$ cat src/rtl/jtag_pkg.sv
// Shared JTAG instruction-register constants: default IR length, IR capture
// pattern and the opcode encodings (BYPASS is all-ones at any width).
package jtag_pkg;
  localparam int         IR_WIDTH_DEF = 4;
  localparam logic [1:0] IR_CAPTURE   = 2'b01;

  localparam int OP_EXTEST = 0;
  localparam int OP_SAMPLE = 1;
  localparam int OP_INTEST = 2;
  localparam int OP_IDCODE = 3;
endpackage

$ cat src/rtl/jtag_instr_decode.sv
// Combinational instruction decode to one-hot DR select and boundary mode.
// IDCODE decode exists only when JTAG_IDCODE_EN is defined.
module jtag_instr_decode
  import jtag_pkg::*;
#(
  parameter int IR_WIDTH = IR_WIDTH_DEF
) (
  input  logic [IR_WIDTH-1:0] instr_i,
  output logic                sel_bypass_o,
  output logic                sel_idcode_o,
  output logic                sel_bsr_o,
  output logic                mode_o
);
  logic is_extest, is_sample, is_intest, is_idcode;

  assign is_extest = (instr_i == IR_WIDTH'(OP_EXTEST));
  assign is_sample = (instr_i == IR_WIDTH'(OP_SAMPLE));
  assign is_intest = (instr_i == IR_WIDTH'(OP_INTEST));
`ifdef JTAG_IDCODE_EN
  assign is_idcode = (instr_i == IR_WIDTH'(OP_IDCODE));
`else
  assign is_idcode = 1'b0;
`endif

  // Undefined opcodes fall through to BYPASS, keeping the selects one-hot.
  assign sel_bsr_o    = is_extest | is_sample | is_intest;
  assign sel_idcode_o = is_idcode;
  assign sel_bypass_o = ~(is_extest | is_sample | is_intest | is_idcode);
  assign mode_o       = is_extest | is_intest;
endmodule

$ cat src/rtl/jtag_instruction_register.sv
// JTAG IR capture/shift/update, bypass and IDCODE data registers, TDO mux.
// Define JTAG_IDCODE_EN to include the IDCODE register and reset-to-IDCODE.
module jtag_instruction_register
  import jtag_pkg::*;
#(
  parameter int          IR_WIDTH     = IR_WIDTH_DEF,
  parameter logic [31:0] IDCODE_VALUE = 32'h1000_0001
) (
  input  logic                TCK,
  input  logic                Reset,
  input  logic                TDI,
  input  logic                CaptureIR,
  input  logic                ShiftIR,
  input  logic                UpdateIR,
  input  logic                CaptureDR,
  input  logic                ShiftDR,
  input  logic                UpdateDR,
  input  logic                BsrTdo,
  output logic                TDO,
  output logic                TdoEn,
  output logic [IR_WIDTH-1:0] InstrOut,
  output logic                SelBypass,
  output logic                SelIdcode,
  output logic                SelBsr,
  output logic                Mode
);
  localparam logic [IR_WIDTH-1:0] IR_CAP = IR_WIDTH'(IR_CAPTURE);
`ifdef JTAG_IDCODE_EN
  localparam logic [IR_WIDTH-1:0] INSTR_RST = IR_WIDTH'(OP_IDCODE);
`else
  localparam logic [IR_WIDTH-1:0] INSTR_RST = '1;
`endif

  logic [IR_WIDTH-1:0] ir_shift_q, ir_shift_d;
  logic [IR_WIDTH-1:0] instr_q, instr_d;
  logic                bypass_q, bypass_d;
  logic                dr_tdo;

  // Update is only honoured when no capture/shift is asserted alongside it.
  always_comb begin
    ir_shift_d = ir_shift_q;
    instr_d    = instr_q;
    if (CaptureIR)     ir_shift_d = IR_CAP;
    else if (ShiftIR)  ir_shift_d = {TDI, ir_shift_q[IR_WIDTH-1:1]};
    else if (UpdateIR) instr_d    = ir_shift_q;
  end

  always_comb begin
    bypass_d = bypass_q;
    if (CaptureDR && SelBypass)    bypass_d = 1'b0;
    else if (ShiftDR && SelBypass) bypass_d = TDI;
  end

  always_ff @(posedge TCK or posedge Reset) begin
    if (Reset) begin
      ir_shift_q <= IR_CAP;
      instr_q    <= INSTR_RST;
      bypass_q   <= 1'b0;
    end else begin
      ir_shift_q <= ir_shift_d;
      instr_q    <= instr_d;
      bypass_q   <= bypass_d;
    end
  end

`ifdef JTAG_IDCODE_EN
  logic [31:0] id_q, id_d;

  always_comb begin
    id_d = id_q;
    if (CaptureDR && SelIdcode)    id_d = IDCODE_VALUE;
    else if (ShiftDR && SelIdcode) id_d = {TDI, id_q[31:1]};
  end

  always_ff @(posedge TCK or posedge Reset) begin
    if (Reset) id_q <= IDCODE_VALUE;
    else       id_q <= id_d;
  end

  always_comb begin
    dr_tdo = BsrTdo;
    if (SelBypass)      dr_tdo = bypass_q;
    else if (SelIdcode) dr_tdo = id_q[0];
  end

  logic unused_ok;
  assign unused_ok = &{1'b0, UpdateDR};
`else
  always_comb begin
    dr_tdo = BsrTdo;
    if (SelBypass) dr_tdo = bypass_q;
  end

  logic unused_ok;
  assign unused_ok = &{1'b0, UpdateDR, IDCODE_VALUE};
`endif

  // TDO is combinational so the pre-shift LSB appears in the first shift cycle.
  always_comb begin
    TDO = 1'b0;
    if (ShiftIR)      TDO = ir_shift_q[0];
    else if (ShiftDR) TDO = dr_tdo;
  end

  assign TdoEn    = ShiftIR | ShiftDR;
  assign InstrOut = instr_q;

  jtag_instr_decode #(.IR_WIDTH(IR_WIDTH)) u_dec (
    .instr_i      (instr_q),
    .sel_bypass_o (SelBypass),
    .sel_idcode_o (SelIdcode),
    .sel_bsr_o    (SelBsr),
    .mode_o       (Mode)
  );
endmodule
$ cat config.mk
export PLATFORM = sky130hd
export DESIGN_NAME = jtag_instruction_register
export DESIGN_NICKNAME = d
export VERILOG_FILES = /design/src/rtl/jtag_pkg.sv /design/src/rtl/jtag_instr_decode.sv /design/src/rtl/jtag_instruction_register.sv
export SDC_FILE = /design/constraint.sdc
export NUM_CORES = 1
export LEC_CHECK = 0
export CORE_AREA = 3 3 40 42
export CTS_CLUSTER_DIAMETER = 60
export CTS_CLUSTER_SIZE = 40
export DETAILED_ROUTE_END_ITERATION = 8
export DIE_AREA = 0 0 43 45
export DONT_BUFFER_PORTS = 1
export GPL_TIMING_DRIVEN = 1
export PLACE_DENSITY = 0.57
export SLEW_MARGIN = 5
export SYNTH_ARGS = -nofsm -noshare
export SYNTH_HDL_FRONTEND = slang
export SYNTH_SLANG_ARGS = --single-unit
export TNS_END_PERCENT = 1
$ cat constraint.sdc
create_clock -name TCK -period 1.3 [get_ports TCK]
set_input_delay 0.13 -clock TCK [delete_from_list [all_inputs] [get_ports TCK]]
set_output_delay 0.13 -clock TCK [all_outputs]
set_load 0.02 [all_outputs]
==> summary.txt, run 1 <==
Job
  • Max-Cap Viols: 0

Yosys
  • Largest family of logic cells by synthesized area: multiplexers
  • Mapped Cells: 38
  • Ys flop type: dfstp_2
  • Synthesized area per cell: 11.8 um^2
  • Compound-Gate Fraction of Synth Area: under 10%
  • Post-Syn Area: 449 um^2
  • Adder-cell share of the synthesized area: 0%
  • Most instantiated library cell after synthesis: dfstp_2
  • Asr flop ratio synth: 100%
  • Number of synthesized register bits: 9
  • Number of synthesized flops with an enable pin: 0
  • Post-synthesis simple-gate area fraction: 15.0%
  • Top post-synthesis cells by count: 5 x dfstp_2, 4 x dfrtp_1, 4 x mux2_1, 4 x mux2i_1, 3 x nor2_1
  • Synth top area share: 29.2%
  • Synthesized Nets: 48
  • Mux cell area share after synthesis: 18.9%
  • Number of synthesis warnings: 0
  • XOR/XNOR Fraction of Synth Area: 0%
  • Synth cell types: 19
  • Top cells by area, synth: dfstp_2 29%, dfrtp_1 22%, mux2_1 10%
  • Yosys top cell by area: dfstp_2
  • Register area share after synthesis: 51.5%

Clock network
  • CTS Buffer Depth: 2
  • Worst-Skew Late Latency: 0.25 ns
  • Root Driver: clkbuf_4
  • Num CTS Buffers: 3
  • H-tree levels: 1
  • Clock sinks: 9
  • Worst-path clk slew: 0.06 ns
  • CTS tree: built

Outcome
  • Run status: complete, but fails checks
  • Failing checks: setup timing

Drt
  • Drt total wl: ~860 um
  • DR pass1 iterations: 2
  • Antenna viol nets, final: 0
  • Starting DRT DRC Count: 1
  • Routed wire per std cell: about 13 um
  • # DRC: 0
  • Via count: around 310
  • Drt via density: approximately 4.7

Place
  • IO Port Bufs: 0
  • GPL Wtd Cong: 0.768
  • DPL Wire Length: 703 um
  • Pre-CTS setup slack: approximately 0.05 ns

Power
  • Sequential cell fraction of total power: roughly 44%
  • Leak pwr: 0.000279 uW
  • Logic pwr share: roughly 30%
  • Pint: 559 uW
  • Peak VDD IR: about 0.6 mV
  • NetSw: between 200 and 250 uW
  • PwrDens: 1340 mW/mm^2
  • Power share of the clock group: 25.9%
  • Sw Ratio: 29.5%

Final layout
  • Area of the multi-input gates: about 210 um^2
  • Syn-to-layout area delta: 31.5%
  • Share of cells above drive strength 1: 41.2%
  • # nets final: 62
  • Fill cells: 127
  • Antenna Cells: 0
  • FF/Latch Area: 231 um^2

Floorplan
  • Die Area: 0.00194 mm^2
  • Die height: 45 um
  • Die X-Extent: about 43 um
  • Core ar.: 0.00128 mm^2
  • Rows: 13
  • Boundary pin count: 20
  • Initial Util: 35.0%

Timing
  • Fin Hold WS: 0.00904 ns
  • Final period utilization: 113%
  • Final hold violation count: 0
  • RSZ-0062 raised after global routing: yes
  • Minimum clock period: 1.47 ns
  • Final WS setup: -0.172 ns
  • Worst Skew: roughly 0.0041 ns
  • Highest Clock Rate: slightly below 0.7 GHz
  • Pins over their slew limit: 0
  • Final setup vio count: 2

Global route
  • First-pass GRT wire length: 1.44 mm
  • Vias in the first global route: 321
  • GRT overflow: 0
  • Largest net degree at the start of global routing: 10
  • All-Layer GR Usage: 10.0%
  • Initial antenna violation count: 0

Worst setup path
  • Critical Path Fanout Max: 2
  • Critical path data arrival time: roughly 1.3 ns
  • Worst path required time: 1.17 ns
  • Slowest stage delay, CP: 0.54 ns
  • CP startpoint kind: register
  • Critical path's slowest cell: dfstp_2
  • CP cell instances: a211o_4 > clkinv_4 > mux2i_1 > o21ai_2
  • Crit end category: output port
  • WS Path Type: register to output port

Min path
  • HP Class: primary input to register
path summary, 6_finish.rpt:
kind                             start            end  slack (ns)  cells after the start
setup / recovery           InstrOut[1]            TDO       -0.17                      4
hold / removal                 ShiftIR  ir_shift_q[0]       0.009                      1
setup reg to reg           InstrOut[1]       bypass_q        0.10                      4
hold reg to reg               bypass_q       bypass_q        0.51                      2
max in group asynchronous        Reset    InstrOut[2]        0.73                      2
min in group asynchronous        Reset  ir_shift_q[3]        0.27                      2
registers in the layout, summed over array words and instances, names as in the netlist:
signal	flops
InstrOut	4
ir_shift_q	4
bypass_q	1
per-layer routing:
| layer | wire length (um) | global-route usage (%) |
|---|---|---|
| met1 | 340 | 9.75 |
| met2 | 453 | 18.3 |
| met3 | 63 | 2.79 |
| met4 | 0 | 7.23 |
| met5 | 0 | 0 |
power by group through the flow:
stage,Sequential [uW],Combinational (uW),Clock (uW)
6_report,350,239,205
2_1_floorplan,372,139,0
3_3_place_gp,353,213,0
5_1_grt,354,260,224
3_5_place_dp,354,216,0
4_1_cts,350,239,213
placed cells by master, fill, tap and decap left out, drive strengths merged, types with 3 or more instances in the layout:
| cell type | synthesis | final |
|---|---|---|
| dfrtp | 4 | 4 |
| dlygate4sd3 | 0 | 3 |
| nor2 | 3 | 3 |
| clkbuf | 0 | 4 |
| dfstp | 5 | 5 |
| mux2 | 4 | 4 |
| mux2i | 4 | 4 |
| buf | 2 | 8 |
stage by stage:
step	cells	utilization (%)	total power [uW]	setup TNS [ns]	cell area (um^2)
final	66	46.0	794	-0.240	591
after floorplan	38	-	511	-0.102	465
after global placement	58	40.3	566	0	518
after CTS	66	45.6	802	-0.260	586
after global routing	66	46.0	838	-0.363	591
after detailed placement	58	40.3	570	0	518
worst max-delay path, delay by kind of cell, from the launching register on:
kind / cells / cell delay (ns)
AOI/OAI and AO/OA: 2 / 0.40
muxes: 1 / 0.11
buffers and inverters: 1 / 0.05
DFF: 1 / 0.54
logic make-up after synthesis:
group / count (synthesis)
AND/OR/NAND/NOR: 11
flip-flops: 9
multiplexers: 8
AO/OA/AOI/OAI: 5
buffers and inverters: 4
other: 1
final cells by class:
class	count	share of cell area (%)
clock buffer	4	4.45
inverter	2	2.12
multi-input combinational	25	35.2
sequential	9	39.2
tap	15	3.18
timing repair buffer	11	15.9
repair_timing:
| action | 4_1_cts | 5_1_grt |
|---|---|---|
| setup endpoints to repair | 2 | 4 |
| pin swaps | 2 | 0 |
| cloned | 0 | 0 |
| resized for setup | 1 | 1 |
| hold buffers | 3 | 0 |
| endpoints found under the hold margin | 9 | 0 |
| buffers inserted | 1 | 0 |
(Power assumes the default switching activity.)
==> inputs of run 2 (changes only) <==
Settings changed: CAP_MARGIN set to 40.
==> results of run 2 <==
Same layout as run 1: the final DEF is identical, and so are final timing and power.
